===== config.mk =====
export PLATFORM = sky130hd
export DESIGN_NAME = tt_io_hub
export DESIGN_NICKNAME = d
export VERILOG_FILES = /design/src/rtl/tt_io_pkg.sv /design/src/rtl/tt_debounce.sv /design/src/rtl/tt_io_hub.sv
export SDC_FILE = /design/constraint.sdc
export NUM_CORES = 1
export LEC_CHECK = 0
export BUFFER_PORTS_ARGS = -buffer_cell sky130_fd_sc_hd__buf_2
export CAP_MARGIN = 20
export CORE_ASPECT_RATIO = 1.4
export CORE_MARGIN = 3
export CORE_UTILIZATION = 45
export CTS_CLUSTER_DIAMETER = 80
export DETAILED_ROUTE_END_ITERATION = 7
export SLEW_MARGIN = 10
export SYNTH_ARGS = -nofsm -noshare
export SYNTH_HDL_FRONTEND = slang
export SYNTH_HIERARCHICAL = 1
export SYNTH_SLANG_ARGS = --single-unit

===== constraint.sdc =====
create_clock -name clock -period 2.61 [get_ports clock]
set_input_delay 0.261 -clock clock [delete_from_list [all_inputs] [get_ports clock]]
set_output_delay 0.261 -clock clock [all_outputs]
set_load 0.05 [all_outputs]

===== src/rtl/tt_io_pkg.sv =====
// tt_io_pkg: shared definitions for the tt_io_hub tile.
//   addr_e   - command register addresses, selected by debounced ui_in[2:1]
//   mode_e   - io_uo_out source selection held in the MODE register
//   *_RST    - register values after reset
package tt_io_pkg;

    typedef enum logic [1:0] {
        ADDR_MODE  = 2'd0,
        ADDR_OE    = 2'd1,
        ADDR_OUT   = 2'd2,
        ADDR_PRESC = 2'd3
    } addr_e;

    typedef enum logic [1:0] {
        MODE_INPUTS  = 2'd0,
        MODE_COUNTER = 2'd1,
        MODE_EDGES   = 2'd2,
        MODE_LOOP    = 2'd3
    } mode_e;

    localparam mode_e      MODE_RST  = MODE_INPUTS;
    localparam logic [7:0] OE_RST    = 8'h00;
    localparam logic [7:0] OUT_RST   = 8'h00;
    localparam logic [7:0] PRESC_RST = 8'h00;

endpackage


===== src/rtl/tt_debounce.sv =====
// tt_debounce: per-bit synchroniser followed by a tick-sampled debouncer.
//   clock, reset  - system clock, synchronous active-high reset
//   din[WIDTH]    - asynchronous inputs
//   dout[WIDTH]   - channels below DEB_CH debounced, the rest synchronised only
// A shared counter produces one sample tick every 2^DEBOUNCE_BITS clocks; a
// channel's output only follows its input once two consecutive ticks agree.
module tt_debounce #(
    parameter int unsigned WIDTH         = 8,
    parameter int unsigned DEB_CH        = 8,
    parameter int unsigned SYNC_STAGES   = 2,
    parameter int unsigned DEBOUNCE_BITS = 16
) (
    input  logic             clock,
    input  logic             reset,
    input  logic [WIDTH-1:0] din,
    output logic [WIDTH-1:0] dout
);

    logic [SYNC_STAGES-1:0][WIDTH-1:0] sync_q, sync_d;
    logic [DEBOUNCE_BITS-1:0]          tick_cnt_q, tick_cnt_d;
    logic [DEB_CH-1:0]                 samp_q, samp_d;
    logic [DEB_CH-1:0]                 deb_q, deb_d;
    logic [WIDTH-1:0]                  s;
    logic [DEB_CH-1:0]                 s_lo;
    logic [DEB_CH-1:0]                 stable;
    logic                              tick;

    always_comb begin
        sync_d     = {sync_q[SYNC_STAGES-2:0], din};
        s          = sync_q[SYNC_STAGES-1];
        tick_cnt_d = tick_cnt_q + 1'b1;
        // Counter reaches all-ones on the 2^N-th clock after reset release.
        tick       = &tick_cnt_q;
        s_lo       = s[DEB_CH-1:0];
        stable     = ~(s_lo ^ samp_q);
        samp_d     = samp_q;
        deb_d      = deb_q;
        if (tick) begin
            samp_d = s_lo;
            deb_d  = (s_lo & stable) | (deb_q & ~stable);
        end
        dout             = s;
        dout[DEB_CH-1:0] = deb_q;
    end

    always_ff @(posedge clock) begin
        if (reset) begin
            sync_q     <= '0;
            tick_cnt_q <= '0;
            samp_q     <= '0;
            deb_q      <= '0;
        end else begin
            sync_q     <= sync_d;
            tick_cnt_q <= tick_cnt_d;
            samp_q     <= samp_d;
            deb_q      <= deb_d;
        end
    end

endmodule


===== src/rtl/tt_io_hub.sv =====
// tt_io_hub: tile top with debounced inputs, a 4-register command interface,
// a prescaled free-running counter, an edge counter and a selectable output.
//   clock, reset  - system clock, synchronous active-high reset
//   io_ui_in      - [0] strobe, [2:1] register address, [7] edge-count source
//   io_uo_out     - registered output, source chosen by MODE
//   io_uio_in     - write data for register commands
//   io_uio_out    - OUT register
//   io_uio_oe     - OE register (1 = drive)
module tt_io_hub
    import tt_io_pkg::*;
#(
    parameter int unsigned SYNC_STAGES   = 2,
    parameter int unsigned DEBOUNCE_BITS = 16,
    parameter int unsigned NUM_CH        = 8,
    parameter int unsigned CNT_WIDTH     = 24
) (
    input  logic       clock,
    input  logic       reset,
    input  logic [7:0] io_ui_in,
    output logic [7:0] io_uo_out,
    input  logic [7:0] io_uio_in,
    output logic [7:0] io_uio_out,
    output logic [7:0] io_uio_oe
);

    logic [7:0]           deb;
    mode_e                mode_q, mode_d;
    logic [7:0]           oe_q, oe_d;
    logic [7:0]           out_q, out_d;
    logic [7:0]           presc_q, presc_d;
    logic [7:0]           pcnt_q, pcnt_d;
    logic [CNT_WIDTH-1:0] cnt_q, cnt_d;
    logic [7:0]           edge_cnt_q, edge_cnt_d;
    logic                 strobe_prev_q, strobe_prev_d;
    logic                 edge_prev_q, edge_prev_d;
    logic [7:0]           uo_q, uo_d;
    logic                 wr;
    addr_e                addr;

    tt_debounce #(
        .WIDTH         (8),
        .DEB_CH        (NUM_CH),
        .SYNC_STAGES   (SYNC_STAGES),
        .DEBOUNCE_BITS (DEBOUNCE_BITS)
    ) u_debounce (
        .clock (clock),
        .reset (reset),
        .din   (io_ui_in),
        .dout  (deb)
    );

    always_comb begin
        mode_d        = mode_q;
        oe_d          = oe_q;
        out_d         = out_q;
        presc_d       = presc_q;
        edge_cnt_d    = edge_cnt_q;
        cnt_d         = cnt_q;
        strobe_prev_d = deb[0];
        edge_prev_d   = deb[7];
        addr          = addr_e'(deb[2:1]);
        wr            = deb[0] & ~strobe_prev_q;

        if (wr) begin
            case (addr)
                ADDR_MODE:  mode_d  = mode_e'(io_uio_in[1:0]);
                ADDR_OE:    oe_d    = io_uio_in;
                ADDR_OUT:   out_d   = io_uio_in;
                ADDR_PRESC: presc_d = io_uio_in;
                default:    ;
            endcase
        end

        if (pcnt_q == presc_q) begin
            pcnt_d = '0;
            cnt_d  = cnt_q + 1'b1;
        end else begin
            pcnt_d = pcnt_q + 1'b1;
        end
        // A PRESC write restarts the prescale count but leaves any
        // counter increment already due this cycle in place.
        if (wr && addr == ADDR_PRESC) begin
            pcnt_d = '0;
        end

        if (deb[7] && !edge_prev_q) begin
            edge_cnt_d = edge_cnt_q + 1'b1;
        end

        uo_d = '0;
        case (mode_q)
            MODE_INPUTS:  uo_d = deb;
            MODE_COUNTER: uo_d = cnt_q[CNT_WIDTH-1 -: 8];
            MODE_EDGES:   uo_d = edge_cnt_q;
            MODE_LOOP:    uo_d = out_q;
            default:      uo_d = '0;
        endcase
    end

    always_ff @(posedge clock) begin
        if (reset) begin
            mode_q        <= MODE_RST;
            oe_q          <= OE_RST;
            out_q         <= OUT_RST;
            presc_q       <= PRESC_RST;
            pcnt_q        <= '0;
            cnt_q         <= '0;
            edge_cnt_q    <= '0;
            strobe_prev_q <= 1'b0;
            edge_prev_q   <= 1'b0;
            uo_q          <= '0;
        end else begin
            mode_q        <= mode_d;
            oe_q          <= oe_d;
            out_q         <= out_d;
            presc_q       <= presc_d;
            pcnt_q        <= pcnt_d;
            cnt_q         <= cnt_d;
            edge_cnt_q    <= edge_cnt_d;
            strobe_prev_q <= strobe_prev_d;
            edge_prev_q   <= edge_prev_d;
            uo_q          <= uo_d;
        end
    end

    assign io_uo_out  = uo_q;
    assign io_uio_out = out_q;
    assign io_uio_oe  = oe_q;

endmodule

==> results.cfg, run 1 <==
[route]
vias_per_cell = 5.38
wl_per_cell_um = 14.5
finalWirelength_mm = 10.9
drt_iter0_markers = 134
vias = 4032
ant_nets = 0
dr.pass1.iters = 4
drc = 0

[die]
core_area_sq_um = 11500
ios = 42
start_util = 0.465
die_x_um = 98.2
die_area_sq_um = 13300
num_rows = 46
die_height_um = 135

[power_and_ir_drop]
p_int_w = 0.00327
peakVddDrop_mv = 0.415
power.density_nw_per_um2 = 686
p_switching_w = 0.000974
combPwrFrac = 0.021
cellLeakagePower_nw = 2.26
p_sw_frac = 0.230
pwr-share-seq = 0.454
clockPowerShare = 0.524

[placed_design]
dpl_cell_area_sq_um = 5610
io_buffers = 41
place_congestion = 0.818
dp_hpwl_mm = 7.24

[clocking]
cts_buffers = 17
postCtsHoldBufs = 0
clkSinkCount = 124
htree_num_levels = 4
clk_pin_slew_ns = 0.06
post_cts_buffers = 0
tritoncts = yes
clk_path_buf_depth = 2
cts_resized = 0
clockRootBuffer = clkbuf_16
worstSkewPairLatency_ns = 0.42

[grt]
grt_pass1_vias = 3834
met1_usage = 0.195
grt_usage = 0.171
top_usage_layer = met2
grt_max_degree = 69
antenna_found_initial = 0
grt_util_met3 = 0.0465
gr-total-overflow = 0
met2_usage = 0.298
grt_pass1_wl_mm = 18.2

[timing]
slew_violations = 0
final.setup.tns_ns = 0
fin_crit_sh = 0.791
finalHoldViolations = 0
setup_viol_count_final = 0
grt_setup_unrepaired = no
worstMarginPinSlew_ns = 0.776
fin_skew_ns = 0.0124
min_period_ns = 2.06
max_slew_margin = 0.479
clock.fmax_mhz = 484

[synthesis]
synth_nets = 587
netlist-cell-type-count = 41
yosysSeqAreaShare = 0.463
synth_area_sq_um = 5360
async_flop_share = 0
synth_top_area_share = 0.463
yosys-top-cells-area = dfxtp_1 (46%), nor2b_1 (5.6%), nor2_1 (4.1%)
yosys_warnings = 6
synthCells = 565
synth_common_cells = dfxtp_1 (124), nor2_1 (59), nand2_1 (49)
yosysTopAreaCell = dfxtp_1
yosysMostFrequentCell = dfxtp_1
ys_ff_latch = 124
synth_area_per_cell_sq_um = 9.48
synth_ff_type = dfxtp_1
synth_edf_count = 0

[critical_path]
end_kind = register
arrival_ns = 2.35
critPathMaxFanout = 16
start_kind = register
required_ns = 2.90
crit_type = reg2reg

[cells_and_area]
final_area_sq_um = 6180
drive_above_1_share = 0.168
nets = 615
antennaDiodeCount = 0
area_growth_pct = 15.3

[outcome]
status = finished, final reports clean

[worst_hold_path]
hold_path.class = in2reg

[run]
drv_cap = 0
## flip-flops by register name, summed over array words and instances (netlist names), named ones only
signal and count:
io_uio_out 8, u_debounce/sync_d 8, u_debounce/s 8, edge_cnt_q 8
u_debounce/tick_cnt_q 16, cnt_q 24, io_uo_out 8, u_debounce/samp_q 8
pcnt_q 8, mode_q 2, io_uio_oe 8, presc_q 8
edge_prev_q 1, strobe_prev_q 1
## final timing paths
path	start	end	slack (ns)	cells past startpoint
min reg2reg	u_debounce/sync_d[11]	u_debounce/s[3]	0.44	1
min	io_ui_in[4]	u_debounce/sync_d[12]	0.05	2
max reg2reg	u_debounce/tick_cnt_q[0]	register	0.55	5
max	u_debounce/tick_cnt_q[0]	register	0.55	5
## placed cells by master, fill, tap and decap left out, drive strengths merged, types with 4 or more instances in the layout
master	n
dfxtp	124
a21oi	25
and4	8
ha	4
mux4	8
inv	8
nand3	27
nand2	51
o21ai	13
nor2b	48
nand4	21
and2	4
or4	5
clkbuf	17
clkinv	6
o31ai	4
nor3	8
clkinvlp	4
xnor2	18
xor2	13
a31oi	8
buf	45
nor4	22
nor2	59
mux2i	19
mux2	19
or3	6
and3	6
## power by group through the flow
| stage | logic (W) | registers (W) | clock network [W] |
|---|---|---|---|
| 2_1_floorplan | 0.0000583 | 0.00196 | 0 |
| 3_3_place_gp | 0.0000891 | 0.00197 | 0 |
| 3_5_place_dp | 0.0000920 | 0.00197 | 0 |
| 4_1_cts | 0.0000923 | 0.00193 | 0.00227 |
| 5_1_grt | 0.000104 | 0.00193 | 0.00236 |
| 6_report | 0.0000909 | 0.00193 | 0.00222 |
## critical path, cell delays in order, from the launching register on
cell and delay, ns:
dfxtp_1 0.37, ha_1 0.27, nand4_4 0.17, or4_1 0.84, nand2_1 0.19, a31oi_1 0.10
## layout make-up
cell class,count,area (sq um)
Sequential cell,124,2480
Fill cell,1083,5330
Timing Repair Buffer,45,250
Clock buffer,17,425
Multi-Input combinational cell,401,2690
Inverter,4,15.0
Clock inverter,15,140
Tap cell,144,180
## metrics by stage
stage / hold WS (ns) / setup WS [ns] / power, W / std cells / util
after CTS: 0.0365 / 0.551 / 0.00429 / 750 / 0.537
final: 0.0505 / 0.545 / 0.00424 / 750 / 0.537
after global routing: 0.0458 / 0.414 / 0.00439 / 750 / 0.537
after floorplan: 0.389 / 0.802 / 0.00202 / 565 / -
after detailed placement: 0.424 / 0.575 / 0.00206 / 718 / 0.488
after global placement: 0.420 / 0.649 / 0.00206 / 718 / 0.488
## layer usage
layer | routed length [um] | up-vias
met5 | 0 | -
met1 | 4750 | 1924
met3 | 359 | 14
met4 | 184 | 0
li1 | - | 2036
met2 | 5580 | 58
## logic make-up after synthesis
kind of cell	share of synthesized area
xor gates and xnor gates	0.0507
muxes	0.109
DFF	0.463
AOI/OAI and AO/OA	0.0504
and+or+nand+nor	0.282
buffers and inverters	0.0355
adders and majority gates	0.00934
(Power assumes the default switching activity.)
==> run 2: changes to the inputs <==
--- a/config.mk
+++ b/config.mk
@@ -5,6 +5,7 @@
 export SDC_FILE = /design/constraint.sdc
 export NUM_CORES = 1
 export LEC_CHECK = 0
+export ABC_AREA = 1
 export BUFFER_PORTS_ARGS = -buffer_cell sky130_fd_sc_hd__buf_2
 export CAP_MARGIN = 20
 export CORE_ASPECT_RATIO = 1.4
==> constraint.sdc (replaced) <==
create_clock -name clock -period 2 [get_ports clock]
set_input_delay 0.2 -clock clock [delete_from_list [all_inputs] [get_ports clock]]
set_output_delay 0.2 -clock clock [all_outputs]
set_load 0.05 [all_outputs]
==> results.cfg, run 2 <==
[outcome]
status = finished, final reports clean

[critical_path]
rr_endpoint = cnt_q[20]
crit_start = cnt_q[1]
start_kind = register
reg2reg_from = cnt_q[1]
max_stage_delay_ns = 0.38
cp_cell_sequence = ha_1 -> nand2_1 -> nor2_2 -> nand2_1 -> nor3_2 -> nand4_1 -> nand2_1 -> nor2_1
crit_type = reg2reg
critPathMaxFanout = 5
required_ns = 2.30
end_kind = register
r2r_cells = 8
crit_slowest_cell = dfxtp_1
cpMostUsedCell = nand2_1
arrival_ns = 1.99
r2r_setup_slack_ns = 0.32

[timing]
grt_setup_unrepaired = no
fin_crit_sh = 0.841
timing.hold.ws_ns = 0.0921
max_slew_margin = 0.419
final.setup.tns_ns = 0
slew_violations = 0
finalHoldViolations = 0
worstMarginPinSlew_ns = 0.866
setup_viol_count_final = 0
min_period_ns = 1.68
setup_ws_ns = 0.317
clock.fmax_mhz = 594
fin_skew_ns = 0.0114

[worst_hold_path]
worstHoldStart = io_uio_in[7]
hold_path_depth = 3
hold_path.class = in2reg
min_to = io_uio_out[7]

[grt]
antenna_found_initial = 0
grt_pass1_wl_mm = 21.8
grt_util_met3 = 0.0367
grt_max_degree = 59
top_usage_layer = met2
gr-total-overflow = 0
grt_pass1_vias = 4663
met1_usage = 0.239
met2_usage = 0.318
grt_usage = 0.190

[synthesis]
ys_ff_latch = 124
yosys_warnings = 6
synthCells = 779
netlist-cell-type-count = 38
synth_area_sq_um = 5650
synth_top_area_share = 0.439
yosysSeqAreaShare = 0.439
synth_common_cells = nand2_1 (155), nor2_1 (140), dfxtp_1 (124)
synth_edf_count = 0
synth_nets = 801
synth_ff_type = dfxtp_1
yosysMostFrequentCell = nand2_1
yosys-top-cells-area = dfxtp_1 (44%), nand2_1 (10%), nor2_1 (9.3%)
synth_area_per_cell_sq_um = 7.26
yosysTopAreaCell = dfxtp_1
async_flop_share = 0

[clocking]
worstSkewPairLatency_ns = 0.42
post_cts_buffers = 0
htree_num_levels = 4
postCtsHoldBufs = 8
cts_resized = 0
clk_pin_slew_ns = 0.06
cts_buffers = 17
clk_path_buf_depth = 2
tritoncts = yes
clockRootBuffer = clkbuf_16
clkSinkCount = 124

[cells_and_area]
antennaDiodeCount = 0
multi_input_area_sq_um = 2710
regMostFlops = cnt_q
area_growth_pct = 17.6
drive_above_1_share = 0.169
top_regs = cnt_q x24, u_debounce/tick_cnt_q x16
final_common_cell = nand2_1
final.fill_count = 1152
ff_latch_area_sq_um = 2480
nets = 859
final_util = 0.552
largest_reg_flops = 24
final_cell_mix = nand2_1 (155), nor2_1 (140), dfxtp_1 (124)

[route]
ant_nets = 0
drt_iter0_markers = 235
vias = 4951
drc = 0
dr.pass1.iters = 4
wl_per_cell_um = 12.7
finalWirelength_mm = 12.6
vias_per_cell = 4.97

[die]
core_area_sq_um = 12100
ios = 42
die_height_um = 139
die_area_sq_um = 14000
num_rows = 47
die_x_um = 101
start_util = 0.469

[placed_design]
dp_slack_ns = 0.280
place_congestion = 0.852
io_buffers = 41
dp_hpwl_mm = 9.09

[power_and_ir_drop]
combPwrFrac = 0.026
clockPowerShare = 0.527
p_int_w = 0.00432
p_switching_w = 0.00130
power.density_nw_per_um2 = 845
p_sw_frac = 0.232
peakVddDrop_mv = 0.445
pwr-share-seq = 0.447
cellLeakagePower_nw = 2.64

[run]
drv_cap = 0
-- run 2: cell types whose count changed after synthesis, moves of 9 or more --
cell and change:
nor2_1 +81, a21oi_2 +22, nor4_1 -12, nand3_1 +24, a21oi_1 +14, inv_1 +86
mux2_1 -18, buf_2 -9, nor2b_1 -48, mux2i_1 -19, o21ai_0 +27, nand2_1 +106
nand2_2 +15
-- run 2: layer usage --
metal / vias to the layer above / part of all wire / wire length, um
met4: 0 / 0.013 / 167
li1: 2593 / - / -
met3: 15 / 0.027 / 345
met1: 2279 / 0.46 / 5750
met5: - / 0 / 0
met2: 64 / 0.50 / 6360
-- run 2: critical path, delay by kind of cell, from the launching register on --
family,cells,cell delay [ns]
adder cells (fa/ha/maj),1,0.26
flip-flops,1,0.38
AND/OR/NAND/NOR,7,0.94
-- run 2: logic make-up after synthesis --
group / Yosys count / synth area share
flip-flops: 124 / 0.439
AND/OR/NAND/NOR: 400 / 0.312
AO/OA/AOI/OAI: 117 / 0.126
buffers and inverters: 114 / 0.0823
XOR/XNOR: 20 / 0.0310
adder cells (fa/ha/maj): 4 / 0.00885
-- run 2: metrics by stage --
stage	area, sq um	instances	power (W)
CTS	6650	997	0.00567
finish	6650	997	0.00562
global placement	5990	957	0.00270
global route	6650	997	0.00580
detailed placement	5990	957	0.00270
floorplan	5650	779	0.00265
-- run 2: layout make-up --
type                    instances  area share
clock buffers                  18      0.0661
clock inverters                14      0.0203
inverters                      97      0.0548
multi-input cells             541       0.407
flip-flops and latches        124       0.373
well taps                     147      0.0277
repair buffers                 56      0.0508
-- run 2: how the worst max path moves through the flow --
| stage | slack (ns) | endpoint |
|---|---|---|
| floorplan | 0.61 | cnt_q[10] |
| global placement | 0.28 | cnt_q[10] |
| detailed placement | 0.28 | cnt_q[10] |
| CTS | 0.34 | cnt_q[20] |
| global route | 0.15 | cnt_q[20] |
| finish | 0.32 | cnt_q[20] |
-- run 2: power groups by stage --
| stage | logic, W | registers (W) | clock network, W |
|---|---|---|---|
| after floorplan | 0.0000896 | 0.00256 | 0 |
| after global placement | 0.000131 | 0.00257 | 0 |
| after detailed placement | 0.000134 | 0.00257 | 0 |
| after CTS | 0.000147 | 0.00251 | 0.00301 |
| after global routing | 0.000165 | 0.00252 | 0.00312 |
| final | 0.000146 | 0.00251 | 0.00296 |
==> run 3: changes to the inputs <==
--- a/config.mk
+++ b/config.mk
@@ -5,7 +5,7 @@
 export SDC_FILE = /design/constraint.sdc
 export NUM_CORES = 1
 export LEC_CHECK = 0
-export ABC_AREA = 1
+export ABC_AREA = 0
 export BUFFER_PORTS_ARGS = -buffer_cell sky130_fd_sc_hd__buf_2
 export CAP_MARGIN = 20
 export CORE_ASPECT_RATIO = 1.4
==> constraint.sdc (replaced) <==
create_clock -name clock -period 1.7 [get_ports clock]
set_input_delay 0.17 -clock clock [delete_from_list [all_inputs] [get_ports clock]]
set_output_delay 0.17 -clock clock [all_outputs]
set_load 0.05 [all_outputs]
==> results.cfg, run 3 (synthesized netlist as in run 1, its figures left out) <==
[worst_hold_path]
min_to = presc_q[3]
hold_path_depth = 3
worstHoldStart = io_uio_in[3]
hold_path.class = in2reg

[cells_and_area]
multi_input_area_sq_um = 3040
area_growth_pct = 33.0
fin_cells = 800
drive_above_1_share = 0.299
final_common_cell = dfxtp_1
largest_reg_flops = 24
antennaDiodeCount = 0
top_regs = cnt_q x24, u_debounce/tick_cnt_q x16
nets = 665
final.fill_count = 960
ff_latch_area_sq_um = 2500
final_util = 0.619
regMostFlops = cnt_q
final_cell_mix = dfxtp_1 (108), nor2_1 (59), nand2_1 (49)

[grt]
grt_pass1_wl_mm = 19.8
gr-total-overflow = 0
grt_max_degree = 52
grt_pass1_vias = 4130
grt_usage = 0.184
antenna_found_initial = 0

[timing]
fin_skew_ns = 0.00784
grt_setup_unrepaired = yes
finalHoldViolations = 0
max_slew_margin = 0.640
clock.fmax_mhz = 584
min_period_ns = 1.71
setup_viol_count_final = 8
setup_ws_ns = -0.0126
slew_violations = 0
worstMarginPinSlew_ns = 0.541
timing.hold.ws_ns = 0.0264
fin_crit_sh = 1.01

[clocking]
clk_pin_slew_ns = 0.06
clk_path_buf_depth = 2
clkSinkCount = 124
cts_buffers = 17
htree_num_levels = 4
tritoncts = yes
clockRootBuffer = clkbuf_16
worstSkewPairLatency_ns = 0.41

[route]
vias_per_cell = 5.38
drt_iter0_markers = 148
ant_nets = 0
finalWirelength_mm = 12.5
dr.pass1.iters = 5
vias = 4301
wl_per_cell_um = 15.6
drc = 0

[die]
die_height_um = 135
num_rows = 46
die_x_um = 98.2
core_area_sq_um = 11500
start_util = 0.465
ios = 42
die_area_sq_um = 13300

[run]
drv_cap = 0

[placed_design]
io_buffers = 41
dp_hpwl_mm = 7.77
place_inst = 751
place_congestion = 0.809

[critical_path]
critPathMaxFanout = 8
end_kind = register
r2r_cells = 6
arrival_ns = 2.00
rr_endpoint = cnt_q[22]
crit_type = reg2reg
r2r_setup_slack_ns = -0.01
required_ns = 1.99
start_kind = register
reg2reg_from = presc_q[6]

[power_and_ir_drop]
power.density_nw_per_um2 = 962
peakVddDrop_mv = 0.646
cellLeakagePower_nw = 2.57

[outcome]
violations = negative setup slack
status = finished with violations
[run 3: cell types whose count changed in the layout (fill, tap and decap cells not counted), moves of 16 or more]
cell and delta:
a21oi_2 -21, nand3_1 -24, inv_1 -86, o21ai_0 -27, dfxtp_1 -16, nor2_1 -81
mux2i_1 +19, buf_4 +29, nand2_1 -106, nor2b_1 +48
[run 3: per-stage QoR]
| stage | setup TNS [ns] | power [W] | setup slack [ns] | area, sq um |
|---|---|---|---|---|
| floorplan | 0 | 0.00311 | 0.0436 | 5370 |
| global placement | -0.0184 | 0.00317 | -0.00943 | 5910 |
| detailed placement | -0.0604 | 0.00317 | -0.0271 | 5910 |
| CTS | -0.173 | 0.00692 | -0.0377 | 6670 |
| global route | -1.01 | 0.00709 | -0.0997 | 7120 |
| finish | -0.0495 | 0.00685 | -0.0126 | 7120 |
[run 3: worst max path at each step]
| stage | startpoint | slack [ns] | endpoint | depth (start not counted) |
|---|---|---|---|---|
| floorplan | cnt_q[0] | 0.04 | cnt_q[20] | 6 |
| global placement | presc_q[2] | -0.009 | cnt_q[23] | 5 |
| detailed placement | pcnt_q[4] | -0.03 | cnt_q[11] | 5 |
| CTS | pcnt_q[2] | -0.04 | cnt_q[6] | 6 |
| global route | presc_q[6] | -0.1 | cnt_q[15] | 6 |
| finish | presc_q[6] | -0.01 | cnt_q[22] | 6 |
[run 3: per-layer routing]
layer | part of all wire | vias to the layer above | global-route usage
met5 | 0 | - | 0
li1 | - | 2138 | -
met3 | 0.032 | 17 | 0.0486
met1 | 0.42 | 2076 | 0.212
met2 | 0.53 | 70 | 0.325
met4 | 0.017 | 0 | 0.0752
[run 3: repair_timing]
| action | in CTS | in global routing |
|---|---|---|
| hold buffers | 8 | 0 |
| buffers inserted | 1 | 4 |
| endpoints found under the setup margin | 12 | 37 |
| gates cloned | 1 | 3 |
| pin swaps | 2 | 23 |
| gates resized for setup | 5 | 75 |
| hold endpoints to repair | 8 | 0 |
[run 3: power breakdown]
group | internal (W) | switching, W | total (W) | leakage (nW)
Sequential | 0.00294 | 0.0000268 | 0.00296 | 1.01
Clock | 0.00233 | 0.00138 | 0.00372 | 0.289
Combinational | 0.0000753 | 0.0000964 | 0.000172 | 1.27
[run 3: area by class of cell]
cell class,count,share of cell area
clock inverter,14,0.0256
clock buffer,18,0.0602
multi-input combinational,401,0.426
timing repair buffer,95,0.109
inverter,4,0.00211
sequential,124,0.352
tap,144,0.0253
[run 3: worst max-delay path, stage by stage, from the launching register on]
cell,delay [ns]
dfxtp_1,0.33
xnor2_1,0.19
nand4_1,0.13
buf_6,0.16
clkbuf_16,0.18
nor4_4,0.29
mux2_4,0.32
